`config.mk`:
```
export PLATFORM = sky130hd
export DESIGN_NAME = pipeline_ctrl_flat
export DESIGN_NICKNAME = d
export VERILOG_FILES = /design/src/rtl/pipeline_ctrl_pkg.sv /design/src/rtl/pipeline_ctrl_if.sv /design/src/rtl/pipeline_ctrl_mem_wait_timer.sv /design/src/rtl/pipeline_ctrl.sv /design/src/flat_wrapper.sv
export SDC_FILE = /design/constraint.sdc
export NUM_CORES = 1
export LEC_CHECK = 0
export CORE_AREA = 5 5 65 111
export DETAILED_ROUTE_END_ITERATION = 10
export DIE_AREA = 0 0 70 116
export HOLD_SLACK_MARGIN = 0.1
export SETUP_SLACK_MARGIN = 0.05
export SKIP_LAST_GASP = 1
export SYNTH_ARGS = -nofsm -noshare
export SYNTH_HDL_FRONTEND = slang
export SYNTH_SLANG_ARGS = --single-unit
```
`constraint.sdc`:
```
create_clock -name clk -period 3.92 [get_ports clk]
set_clock_uncertainty 0.05 [all_clocks]
set_input_delay 0.784 -clock clk [delete_from_list [all_inputs] [get_ports clk]]
set_output_delay 0.784 -clock clk [all_outputs]
set_load 0.03 [all_outputs]
```
`src/rtl/pipeline_ctrl_pkg.sv`:
```
package pipeline_ctrl_pkg;

  typedef enum logic [1:0] {
    RUN      = 2'd0,
    MEM_WAIT = 2'd1,
    TRAP     = 2'd2,
    HALT     = 2'd3
  } state_t;

  typedef logic [1:0] pc_sel_t;

  localparam pc_sel_t PC_SEL_SEQ  = 2'd0;
  localparam pc_sel_t PC_SEL_BR   = 2'd1;
  localparam pc_sel_t PC_SEL_TRAP = 2'd2;
  localparam pc_sel_t PC_SEL_MEPC = 2'd3;

  localparam int unsigned MEM_TIMEOUT_DEFAULT = 255;
  localparam int unsigned TIMER_W             = 8;

  typedef struct packed {
    logic    en_pc;
    logic    en_ifid;
    logic    en_idex;
    logic    en_exmem;
    logic    en_memwb;
    logic    flush_ifid;
    logic    flush_idex;
    logic    flush_exmem;
    logic    flush_memwb;
    pc_sel_t pc_sel;
    logic    trap_we;
    logic    bus_err;
    logic    halted;
  } ctl_t;

  localparam ctl_t CTL_RESET = '{
    en_pc: 1'b0, en_ifid: 1'b0, en_idex: 1'b0, en_exmem: 1'b0, en_memwb: 1'b0,
    flush_ifid: 1'b0, flush_idex: 1'b0, flush_exmem: 1'b0, flush_memwb: 1'b0,
    pc_sel: PC_SEL_SEQ, trap_we: 1'b0, bus_err: 1'b0, halted: 1'b0};

  localparam ctl_t CTL_RUN = '{
    en_pc: 1'b1, en_ifid: 1'b1, en_idex: 1'b1, en_exmem: 1'b1, en_memwb: 1'b1,
    flush_ifid: 1'b0, flush_idex: 1'b0, flush_exmem: 1'b0, flush_memwb: 1'b0,
    pc_sel: PC_SEL_SEQ, trap_we: 1'b0, bus_err: 1'b0, halted: 1'b0};

  localparam ctl_t CTL_TRAP = '{
    en_pc: 1'b1, en_ifid: 1'b1, en_idex: 1'b1, en_exmem: 1'b1, en_memwb: 1'b1,
    flush_ifid: 1'b1, flush_idex: 1'b1, flush_exmem: 1'b1, flush_memwb: 1'b1,
    pc_sel: PC_SEL_TRAP, trap_we: 1'b1, bus_err: 1'b0, halted: 1'b0};

  localparam ctl_t CTL_FREEZE = '{
    en_pc: 1'b0, en_ifid: 1'b0, en_idex: 1'b0, en_exmem: 1'b0, en_memwb: 1'b1,
    flush_ifid: 1'b0, flush_idex: 1'b0, flush_exmem: 1'b0, flush_memwb: 1'b1,
    pc_sel: PC_SEL_SEQ, trap_we: 1'b0, bus_err: 1'b0, halted: 1'b0};

  localparam ctl_t CTL_HALT = '{
    en_pc: 1'b0, en_ifid: 1'b0, en_idex: 1'b0, en_exmem: 1'b0, en_memwb: 1'b0,
    flush_ifid: 1'b0, flush_idex: 1'b0, flush_exmem: 1'b0, flush_memwb: 1'b0,
    pc_sel: PC_SEL_SEQ, trap_we: 1'b0, bus_err: 1'b0, halted: 1'b1};

endpackage

```
`src/rtl/pipeline_ctrl_if.sv`:
```
interface pipeline_ctrl_if;
  import pipeline_ctrl_pkg::*;

  logic        load_use;
  logic        br_taken_EX;
  logic        mem_req_MEM;
  logic        mem_ack;
  logic        exp_MEM;
  logic        mret_MEM;
  logic        halt_req;

  logic        en_PC;
  logic        en_IFID;
  logic        en_IDEX;
  logic        en_EXMEM;
  logic        en_MEMWB;
  logic        flush_IFID;
  logic        flush_IDEX;
  logic        flush_EXMEM;
  logic        flush_MEMWB;
  pc_sel_t     pc_sel;
  logic        trap_we;
  logic        bus_err;
  logic        halted;
  logic [31:0] stall_cycles;

  modport master (
    output load_use, br_taken_EX, mem_req_MEM, mem_ack, exp_MEM, mret_MEM, halt_req,
    input  en_PC, en_IFID, en_IDEX, en_EXMEM, en_MEMWB,
           flush_IFID, flush_IDEX, flush_EXMEM, flush_MEMWB,
           pc_sel, trap_we, bus_err, halted, stall_cycles
  );

  modport slave (
    input  load_use, br_taken_EX, mem_req_MEM, mem_ack, exp_MEM, mret_MEM, halt_req,
    output en_PC, en_IFID, en_IDEX, en_EXMEM, en_MEMWB,
           flush_IFID, flush_IDEX, flush_EXMEM, flush_MEMWB,
           pc_sel, trap_we, bus_err, halted, stall_cycles
  );

endinterface

```
`src/rtl/pipeline_ctrl_mem_wait_timer.sv`:
```
module mem_wait_timer
  import pipeline_ctrl_pkg::*;
#(
  parameter int unsigned MEM_TIMEOUT = MEM_TIMEOUT_DEFAULT
) (
  input  logic clk,
  input  logic rst,
  input  logic load,
  input  logic inc,
  output logic expired
);

  logic [TIMER_W-1:0] count;

  always_ff @(posedge clk or posedge rst) begin
    if (rst) begin
      count <= '0;
    end else if (load) begin
      count <= TIMER_W'(1);
    end else if (inc && (count != '1)) begin
      count <= count + TIMER_W'(1);
    end
  end

  assign expired = (count == TIMER_W'(MEM_TIMEOUT));

endmodule

```
`src/rtl/pipeline_ctrl.sv`:
```
module pipeline_ctrl
  import pipeline_ctrl_pkg::*;
#(
  parameter int unsigned MEM_TIMEOUT = MEM_TIMEOUT_DEFAULT
) (
  input  logic            clk,
  input  logic            rst,
  pipeline_ctrl_if.slave  bus
);

  state_t      state, state_next;
  ctl_t        ctl;
  logic        tmr_load;
  logic        tmr_inc;
  logic        tmr_expired;
  logic [31:0] stall_cnt;

  mem_wait_timer #(
    .MEM_TIMEOUT (MEM_TIMEOUT)
  ) u_timer (
    .clk     (clk),
    .rst     (rst),
    .load    (tmr_load),
    .inc     (tmr_inc),
    .expired (tmr_expired)
  );

  always_ff @(posedge clk or posedge rst) begin
    if (rst) begin
      state <= RUN;
    end else begin
      state <= state_next;
    end
  end

  // rst also gates the combinational outputs so nothing pulses while reset is held.
  always_comb begin
    state_next = state;
    ctl        = CTL_RUN;
    tmr_load   = 1'b0;
    tmr_inc    = 1'b0;

    unique case (state)
      RUN: begin
        if (bus.exp_MEM || bus.mret_MEM) begin
          ctl = CTL_TRAP;
          if (!bus.exp_MEM) begin
            ctl.pc_sel  = PC_SEL_MEPC;
            ctl.trap_we = 1'b0;
          end
          state_next = TRAP;
        end else if (bus.mem_req_MEM && !bus.mem_ack) begin
          ctl        = CTL_FREEZE;
          tmr_load   = 1'b1;
          state_next = MEM_WAIT;
        end else if (bus.halt_req) begin
          ctl        = CTL_HALT;
          state_next = HALT;
        end else if (bus.br_taken_EX) begin
          ctl.pc_sel     = PC_SEL_BR;
          ctl.flush_ifid = 1'b1;
          ctl.flush_idex = 1'b1;
        end else if (bus.load_use) begin
          ctl.en_pc      = 1'b0;
          ctl.en_ifid    = 1'b0;
          ctl.flush_idex = 1'b1;
        end
      end
      MEM_WAIT: begin
        if (bus.mem_ack) begin
          state_next = RUN;
        end else if (tmr_expired) begin
          ctl         = CTL_TRAP;
          ctl.bus_err = 1'b1;
          state_next  = TRAP;
        end else begin
          ctl     = CTL_FREEZE;
          tmr_inc = 1'b1;
        end
      end
      TRAP: begin
        state_next = RUN;
      end
      HALT: begin
        if (bus.halt_req) begin
          ctl = CTL_HALT;
        end else begin
          state_next = RUN;
        end
      end
    endcase

    if (rst) begin
      state_next = RUN;
      ctl        = CTL_RESET;
      tmr_load   = 1'b0;
      tmr_inc    = 1'b0;
    end
  end

  always_ff @(posedge clk or posedge rst) begin
    if (rst) begin
      stall_cnt <= '0;
    end else if (!ctl.en_pc && (stall_cnt != '1)) begin
      stall_cnt <= stall_cnt + 32'd1;
    end
  end

  assign bus.en_PC        = ctl.en_pc;
  assign bus.en_IFID      = ctl.en_ifid;
  assign bus.en_IDEX      = ctl.en_idex;
  assign bus.en_EXMEM     = ctl.en_exmem;
  assign bus.en_MEMWB     = ctl.en_memwb;
  assign bus.flush_IFID   = ctl.flush_ifid;
  assign bus.flush_IDEX   = ctl.flush_idex;
  assign bus.flush_EXMEM  = ctl.flush_exmem;
  assign bus.flush_MEMWB  = ctl.flush_memwb;
  assign bus.pc_sel       = ctl.pc_sel;
  assign bus.trap_we      = ctl.trap_we;
  assign bus.bus_err      = ctl.bus_err;
  assign bus.halted       = ctl.halted;
  assign bus.stall_cycles = stall_cnt;

endmodule

```
`src/flat_wrapper.sv`:
```
// flat-port wrapper written by rule: the top's interface ports become plain ports
module pipeline_ctrl_flat import pipeline_ctrl_pkg::*;
#(
  parameter int unsigned MEM_TIMEOUT = MEM_TIMEOUT_DEFAULT
)
  (clk, rst, bus_load_use, bus_br_taken_EX, bus_mem_req_MEM, bus_mem_ack, bus_exp_MEM, bus_mret_MEM, bus_halt_req, bus_en_PC, bus_en_IFID, bus_en_IDEX, bus_en_EXMEM, bus_en_MEMWB, bus_flush_IFID, bus_flush_IDEX, bus_flush_EXMEM, bus_flush_MEMWB, bus_pc_sel, bus_trap_we, bus_bus_err, bus_halted, bus_stall_cycles);
  pipeline_ctrl_if bus_i ();
  input  logic clk;
  input  logic rst;
  input wire logic [$bits(bus_i.load_use)-1:0] bus_load_use;
  input wire logic [$bits(bus_i.br_taken_EX)-1:0] bus_br_taken_EX;
  input wire logic [$bits(bus_i.mem_req_MEM)-1:0] bus_mem_req_MEM;
  input wire logic [$bits(bus_i.mem_ack)-1:0] bus_mem_ack;
  input wire logic [$bits(bus_i.exp_MEM)-1:0] bus_exp_MEM;
  input wire logic [$bits(bus_i.mret_MEM)-1:0] bus_mret_MEM;
  input wire logic [$bits(bus_i.halt_req)-1:0] bus_halt_req;
  output wire logic [$bits(bus_i.en_PC)-1:0] bus_en_PC;
  output wire logic [$bits(bus_i.en_IFID)-1:0] bus_en_IFID;
  output wire logic [$bits(bus_i.en_IDEX)-1:0] bus_en_IDEX;
  output wire logic [$bits(bus_i.en_EXMEM)-1:0] bus_en_EXMEM;
  output wire logic [$bits(bus_i.en_MEMWB)-1:0] bus_en_MEMWB;
  output wire logic [$bits(bus_i.flush_IFID)-1:0] bus_flush_IFID;
  output wire logic [$bits(bus_i.flush_IDEX)-1:0] bus_flush_IDEX;
  output wire logic [$bits(bus_i.flush_EXMEM)-1:0] bus_flush_EXMEM;
  output wire logic [$bits(bus_i.flush_MEMWB)-1:0] bus_flush_MEMWB;
  output wire logic [$bits(bus_i.pc_sel)-1:0] bus_pc_sel;
  output wire logic [$bits(bus_i.trap_we)-1:0] bus_trap_we;
  output wire logic [$bits(bus_i.bus_err)-1:0] bus_bus_err;
  output wire logic [$bits(bus_i.halted)-1:0] bus_halted;
  output wire logic [$bits(bus_i.stall_cycles)-1:0] bus_stall_cycles;
  assign bus_i.load_use = bus_load_use;
  assign bus_i.br_taken_EX = bus_br_taken_EX;
  assign bus_i.mem_req_MEM = bus_mem_req_MEM;
  assign bus_i.mem_ack = bus_mem_ack;
  assign bus_i.exp_MEM = bus_exp_MEM;
  assign bus_i.mret_MEM = bus_mret_MEM;
  assign bus_i.halt_req = bus_halt_req;
  assign bus_en_PC = bus_i.en_PC;
  assign bus_en_IFID = bus_i.en_IFID;
  assign bus_en_IDEX = bus_i.en_IDEX;
  assign bus_en_EXMEM = bus_i.en_EXMEM;
  assign bus_en_MEMWB = bus_i.en_MEMWB;
  assign bus_flush_IFID = bus_i.flush_IFID;
  assign bus_flush_IDEX = bus_i.flush_IDEX;
  assign bus_flush_EXMEM = bus_i.flush_EXMEM;
  assign bus_flush_MEMWB = bus_i.flush_MEMWB;
  assign bus_pc_sel = bus_i.pc_sel;
  assign bus_trap_we = bus_i.trap_we;
  assign bus_bus_err = bus_i.bus_err;
  assign bus_halted = bus_i.halted;
  assign bus_stall_cycles = bus_i.stall_cycles;
  pipeline_ctrl #(.MEM_TIMEOUT(MEM_TIMEOUT)) u_core (.clk(clk), .rst(rst), .bus(bus_i));
endmodule
```
==> impl_metrics.tcl, run 1 <==
set metrics [dict create \
    status "completed" \
    die_h_um 116 \
    arrival_ns 2.81 \
    r2r-start "u_core.u_timer.count[0]$_DFFE_PP0P_" \
    syn_to_final_growth_pct 30.09 \
    dpl.cell_count 366 \
    syn_nets 247 \
    drc 0 \
    ys_types 41 \
    tns_ns 0 \
    drv_cap 0 \
    critical_path_buf_inv_count 2 \
    antenna_found_initial 0 \
    finalNonFillerCells 374 \
    powerDensity_nw_per_um2 395.0 \
    period_share_pct 92.89 \
    yosysTopAreaCellShare_pct 45.70 \
    crit_chain "clkdlybuf4s50_1 -> nor2b_1 -> nor4_1 -> o21ai_0 -> a31oi_1 -> clkdlybuf4s50_1" \
    grt_pass1_vias 2069 \
    drt_iter0_drc 115 \
    synth_top_family_by_area "simple AND/OR/NAND/NOR gates" \
    io_buffers 54 \
    slowest_stage "clkdlybuf4s50_1" \
    pin_count 55 \
    crit_fanout 4 \
    cts-root-buf "clkbuf_8" \
    die_w_um 70 \
    netlist_area_um2 2300 \
    wirelength_um 5615 \
    crit_required_ns 3.09 \
    fillers 619 \
    antenna_left 0 \
    htreeDepth 2 \
    synth_adder_area_share_pct 1.088 \
    grt_pass1_wl_um 9604 \
    dp_hpwl_um 4229 \
    rows 38 \
    fmax_mhz 274.6 \
    hold_violations 0 \
    async_flop_share_pct 100.0 \
    grt_util_met1_pct 16.68 \
    insertion_delay_ns 0.29 \
    cp-startpoint "bus_mem_req_MEM" \
    vdd_ir_drop_max_mv 0.3401 \
    post_cts_buffers 0 \
    p_leak_nw 1.311 \
    rsz0062_at_grt "no" \
    fin_area_um2 2992 \
    muxShareOfSynthArea_pct 0.4353 \
    globalplace.congestion 0.7822 \
    yosysMostFrequentCell "dfrtp_1" \
    post-route-min-period_ns 3.641 \
    slew_viol_final 0 \
    synth-compound-area-share_pct 6.420 \
    start_util_pct 37.21 \
    grtUsageTotal_pct 14.53 \
    yosysSeqAreaShare_pct 45.70 \
    ys_top_cells_by_count "42 x dfrtp_1, 28 x nand2_1, 21 x xor2_1, 17 x nor2_1, 16 x xnor2_1" \
    synth_cells 236 \
    multi_input_area_um2 1187 \
    tightestPinTransition_ns 0.8432 \
    path_delay_family "buffers and inverters" \
    crit_path_end_kind "output port" \
    drtPass1Iterations 4 \
    vias_per_cell 5.249 \
    synth-seq-cells 42 \
    cts_made_buffers 5 \
    slew_headroom_pct 43.35 \
    wire_per_inst_um 15.01 \
    gr-total-overflow 0 \
    post_route_cells_drive_above_1_share_pct 8.503 \
    clockBufferDepth 2 \
    place_area_um2 2905 \
    grt_max_degree 40 \
    crit_path_start_kind "input pin" \
    setup_viol 0 \
    synth_edf_count 0 \
    synth-xor-area-share_pct 14.09 \
    p_total_mw 1.182 \
    grt_use_met2_pct 25.96 \
    synth_area_leaders "dfrtp_1 46%, xor2_1 8.0%, xnor2_1 6.1%" \
    die_area_um2 8120 \
    num_vias 1963 \
    n_antenna_cell 0 \
    synthSimpleGateAreaFrac_pct 29.60 \
    critPathKind "in -> out" \
    postCtsHoldBufs 0 \
    clock-sinks 42 \
    ys_warn_count 0 \
    cts_resized 0 \
    grt_busiest_layer "met2" \
    seq_area_um2 1051 \
    fin_nets 304 \
    met3_usage_pct 2.691 \
    coreArea_um2 6181 \
    cts_tree "built" \
    clk_pin_slew_worst_paths_ns 0.09 \
    syn_area_per_cell_um2 9.745 \
    hp-start "u_core.bus.stall_cycles[31]$_DFFE_PP0P_" \
    synth.largest_area_cell "dfrtp_1" \
    path_common_cell "clkdlybuf4s50_1" \
    ys.flop_type "dfrtp_1" \
    slowest_delay_ns 0.69 \
    hold_path_class "reg -> reg" \
]
-- final timing paths --
| kind | end | slack [ns] | cells after the start |
|---|---|---|---|
| worst max register to register | u_core.bus.stall_cycles[19]$_DFFE_PP0P_ | 1.56 | 7 |
| min in group asynchronous | u_core.u_timer.count[3]$_DFFE_PP0P_ | 0.90 | 3 |
| worst min-delay path | u_core.bus.stall_cycles[31]$_DFFE_PP0P_ | 0.44 | 1 |
| worst max-delay path | bus_flush_IDEX | 0.28 | 6 |
| max in group asynchronous | u_core.u_timer.count[0]$_DFFE_PP0P_ | 2.16 | 4 |
| worst min register to register | u_core.bus.stall_cycles[31]$_DFFE_PP0P_ | 0.44 | 1 |
-- registers in the layout, summed over array words and instances (netlist names) --
name,count
u_core.bus.stall_cycles,32
u_core.u_timer.count,8
u_core.state,2
-- routing by layer --
| layer | vias up | part of all wire (%) |
|---|---|---|
| met5 | - | 0 |
| met4 | 0 | 1.4 |
| met3 | 8 | 3.5 |
| met2 | 46 | 53 |
| met1 | 965 | 42 |
| li1 | 944 | - |
-- stage by stage --
step	hold slack (ns)	util [%]	setup WS (ns)
floorplan	0.4547	-	0.6279
global placement	0.4228	47.00	0.3137
detailed placement	0.4283	47.00	0.3045
CTS	0.4477	48.40	0.2899
global route	0.4625	48.40	0.08905
finish	0.4424	48.40	0.2786
-- report_power, final --
group | switching (mW) | internal [mW] | total [mW]
clock network | 0.151 | 0.126 | 0.277
logic | 0.210 | 0.155 | 0.365
registers | 0.0600 | 0.480 | 0.540
total | 0.421 | 0.761 | 1.18
-- cell families (layout without fill, tap and decap cells) --
kind of cell	after synthesis	after routing
buf+inv	10	68
xor+xnor	37	37
mux	1	1
fa+ha+maj	2	2
simple gates	121	121
compound gates	23	23
flops	42	42
-- layout by cell type, fill, tap and decap left out, types with 4 or more instances in the layout --
master,synthesis,layout
and3_1,6,6
nor2_1,17,17
nor3_1,9,9
xnor2_1,16,16
o21ai_0,5,5
clkdlybuf4s50_1,0,51
a21oi_1,12,12
and4_1,4,4
nor4_1,7,7
dfrtp_1,42,42
clkbuf_8,0,5
nand3_1,12,12
nand4_1,13,13
xor2_1,21,21
and2_1,4,4
buf_4,4,6
nand2_1,28,28
-- final cells by class --
| type | count | area share, % |
|---|---|---|
| Clock buffer | 6 | 2.426 |
| Tap cell | 80 | 3.346 |
| Sequential cell | 42 | 35.13 |
| Timing Repair Buffer | 57 | 18.57 |
| Clock inverter | 2 | 0.4601 |
| Inverter | 3 | 0.3764 |
| Multi-Input combinational cell | 184 | 39.69 |
(Power assumes the default switching activity.)
==> run 2: changes to the inputs <==
Settings changed: CAP_MARGIN set to 30, GPL_TIMING_DRIVEN set to 0.
==> impl_metrics.tcl, run 2 (same netlist as run 1, synthesis figures left out) <==
set metrics [dict create \
    cp-startpoint "bus_mem_ack" \
    critPathKind "in -> out" \
    wirelength_um 5459 \
    rsz0062_at_grt "no" \
    r2r-start "u_core.u_timer.count[0]$_DFFE_PP0P_" \
    dp_hpwl_um 4087 \
    clock-sinks 42 \
    vdd_ir_drop_max_mv 0.3707 \
    grt_max_degree 26 \
    layout_setup_ws_ns 0.2487 \
    place_ws_ns 0.1773 \
    dr_wl_met2_um 2831 \
    grt_pass1_vias 1992 \
    crit_path_start_kind "input pin" \
    antenna_found_initial 0 \
    pin_count 55 \
    final_cell_mix "54 x clkdlybuf4s50_1, 42 x dfrtp_1, 28 x nand2_1" \
    slew_headroom_pct 42.00 \
    arrival_ns 2.84 \
    setup_viol 0 \
    post_route_cells_drive_above_1_share_pct 9.365 \
    globalplace.congestion 0.7415 \
    n_antenna_cell 0 \
    wire_per_inst_um 14.40 \
    final_common_cell "clkdlybuf4s50_1" \
    cts-root-buf "clkbuf_8" \
    clockBufferDepth 2 \
    drv_cap 0 \
    crit_required_ns 3.09 \
    rows 38 \
    route.met3.wl_um 273 \
    clk_pin_slew_worst_paths_ns 0.07 \
    post_cts_buffers 0 \
    period_share_pct 93.65 \
    die_area_um2 8120 \
    seq_area_um2 1051 \
    cts_made_buffers 5 \
    htreeDepth 2 \
    insertion_delay_ns 0.30 \
    coreArea_um2 6181 \
    hold_violations 0 \
    post-route-util_pct 49.82 \
    die_w_um 70 \
    hold_path_class "reg -> reg" \
    post-route-min-period_ns 3.671 \
    drc 0 \
    hp-start "u_core.bus.stall_cycles[31]$_DFFE_PP0P_" \
    crit_path_end_kind "output port" \
    fmax_mhz 272.4 \
    io_buffers 54 \
    grt_pass1_wl_um 9301 \
    vias_per_cell 5.164 \
    drt_iter0_drc 122 \
    syn_to_final_growth_pct 33.90 \
    top_layer "met4" \
    antenna_left 0 \
    cts_tree "built" \
    tightestPinTransition_ns 0.8634 \
    num_vias 1957 \
    powerDensity_nw_per_um2 409.1 \
    drtPass1Iterations 4 \
    p_total_mw 1.260 \
    slew_viol_final 0 \
    multi_input_area_um2 1194 \
    gr-total-overflow 0 \
    start_util_pct 37.21 \
    wl_met1_um 2278 \
    grtUsageTotal_pct 14.10 \
    fillers 604 \
    die_h_um 116 \
    p_leak_nw 1.341 \
    largest_reg_flops 32 \
    status "completed" \
    crit_fanout 6 \
    fin_nets 309 \
]
-- run 2: area by class of cell --
class,count,area share (%)
Multi-Input combinational cell,184,38.76
Inverter,3,0.4470
Clock buffer,6,2.357
Sequential cell,42,34.13
Buffer,7,1.625
Timing Repair Buffer,55,18.20
Clock inverter,2,1.219
Tap cell,80,3.251
-- run 2: routing by layer --
layer  up-vias  GRT usage [%]
met5         -              0
met4         0          4.604
met3         6          2.951
met2        49          25.08
met1       950          16.93
li1        952              -
-- run 2: final timing paths --
| path | end | slack [ns] | depth (start not counted) |
|---|---|---|---|
| hold / removal | u_core.bus.stall_cycles[31]$_DFFE_PP0P_ | 0.44 | 1 |
| setup / recovery | bus_en_PC | 0.25 | 7 |
| max in group asynchronous | u_core.bus.stall_cycles[13]$_DFFE_PP0P_ | 2.62 | 3 |
| setup reg to reg | u_core.bus.stall_cycles[19]$_DFFE_PP0P_ | 1.57 | 7 |
| hold reg to reg | u_core.bus.stall_cycles[31]$_DFFE_PP0P_ | 0.44 | 1 |
| min in group asynchronous | u_core.bus.stall_cycles[18]$_DFFE_PP0P_ | 0.78 | 2 |
-- run 2: worst max-delay path, stage by stage --
cell,delay [ns]
clkdlybuf4s50_1,0.54
nor2b_1,0.12
nor4b_1,0.36
o21ai_2,0.16
nand2_1,0.11
buf_4,0.10
clkdlybuf4s50_1,0.65
-- run 2: through the flow --
stage / hold WS, ns / setup TNS, ns / cell area [µm²] / std cells
floorplan: 0.4547 / 0 / 2300 / 236
global placement: 0.4224 / -1.943 / 2940 / 370
detailed placement: 0.4336 / 0 / 2960 / 371
CTS: 0.4460 / 0 / 3070 / 379
global route: 0.4663 / 0 / 3079 / 379
finish: 0.4428 / 0 / 3079 / 379
-- run 2: power by group --
| part | internal [mW] | switching (mW) |
|---|---|---|
| combinational | 0.165 | 0.214 |
| sequential | 0.480 | 0.0551 |
| clock | 0.190 | 0.155 |
| total | 0.835 | 0.424 |
-- run 2: timing repair --
action,in CTS,in global routing
endpoints found under the setup margin,0,2
hold buffers,0,0
resized for setup,0,3
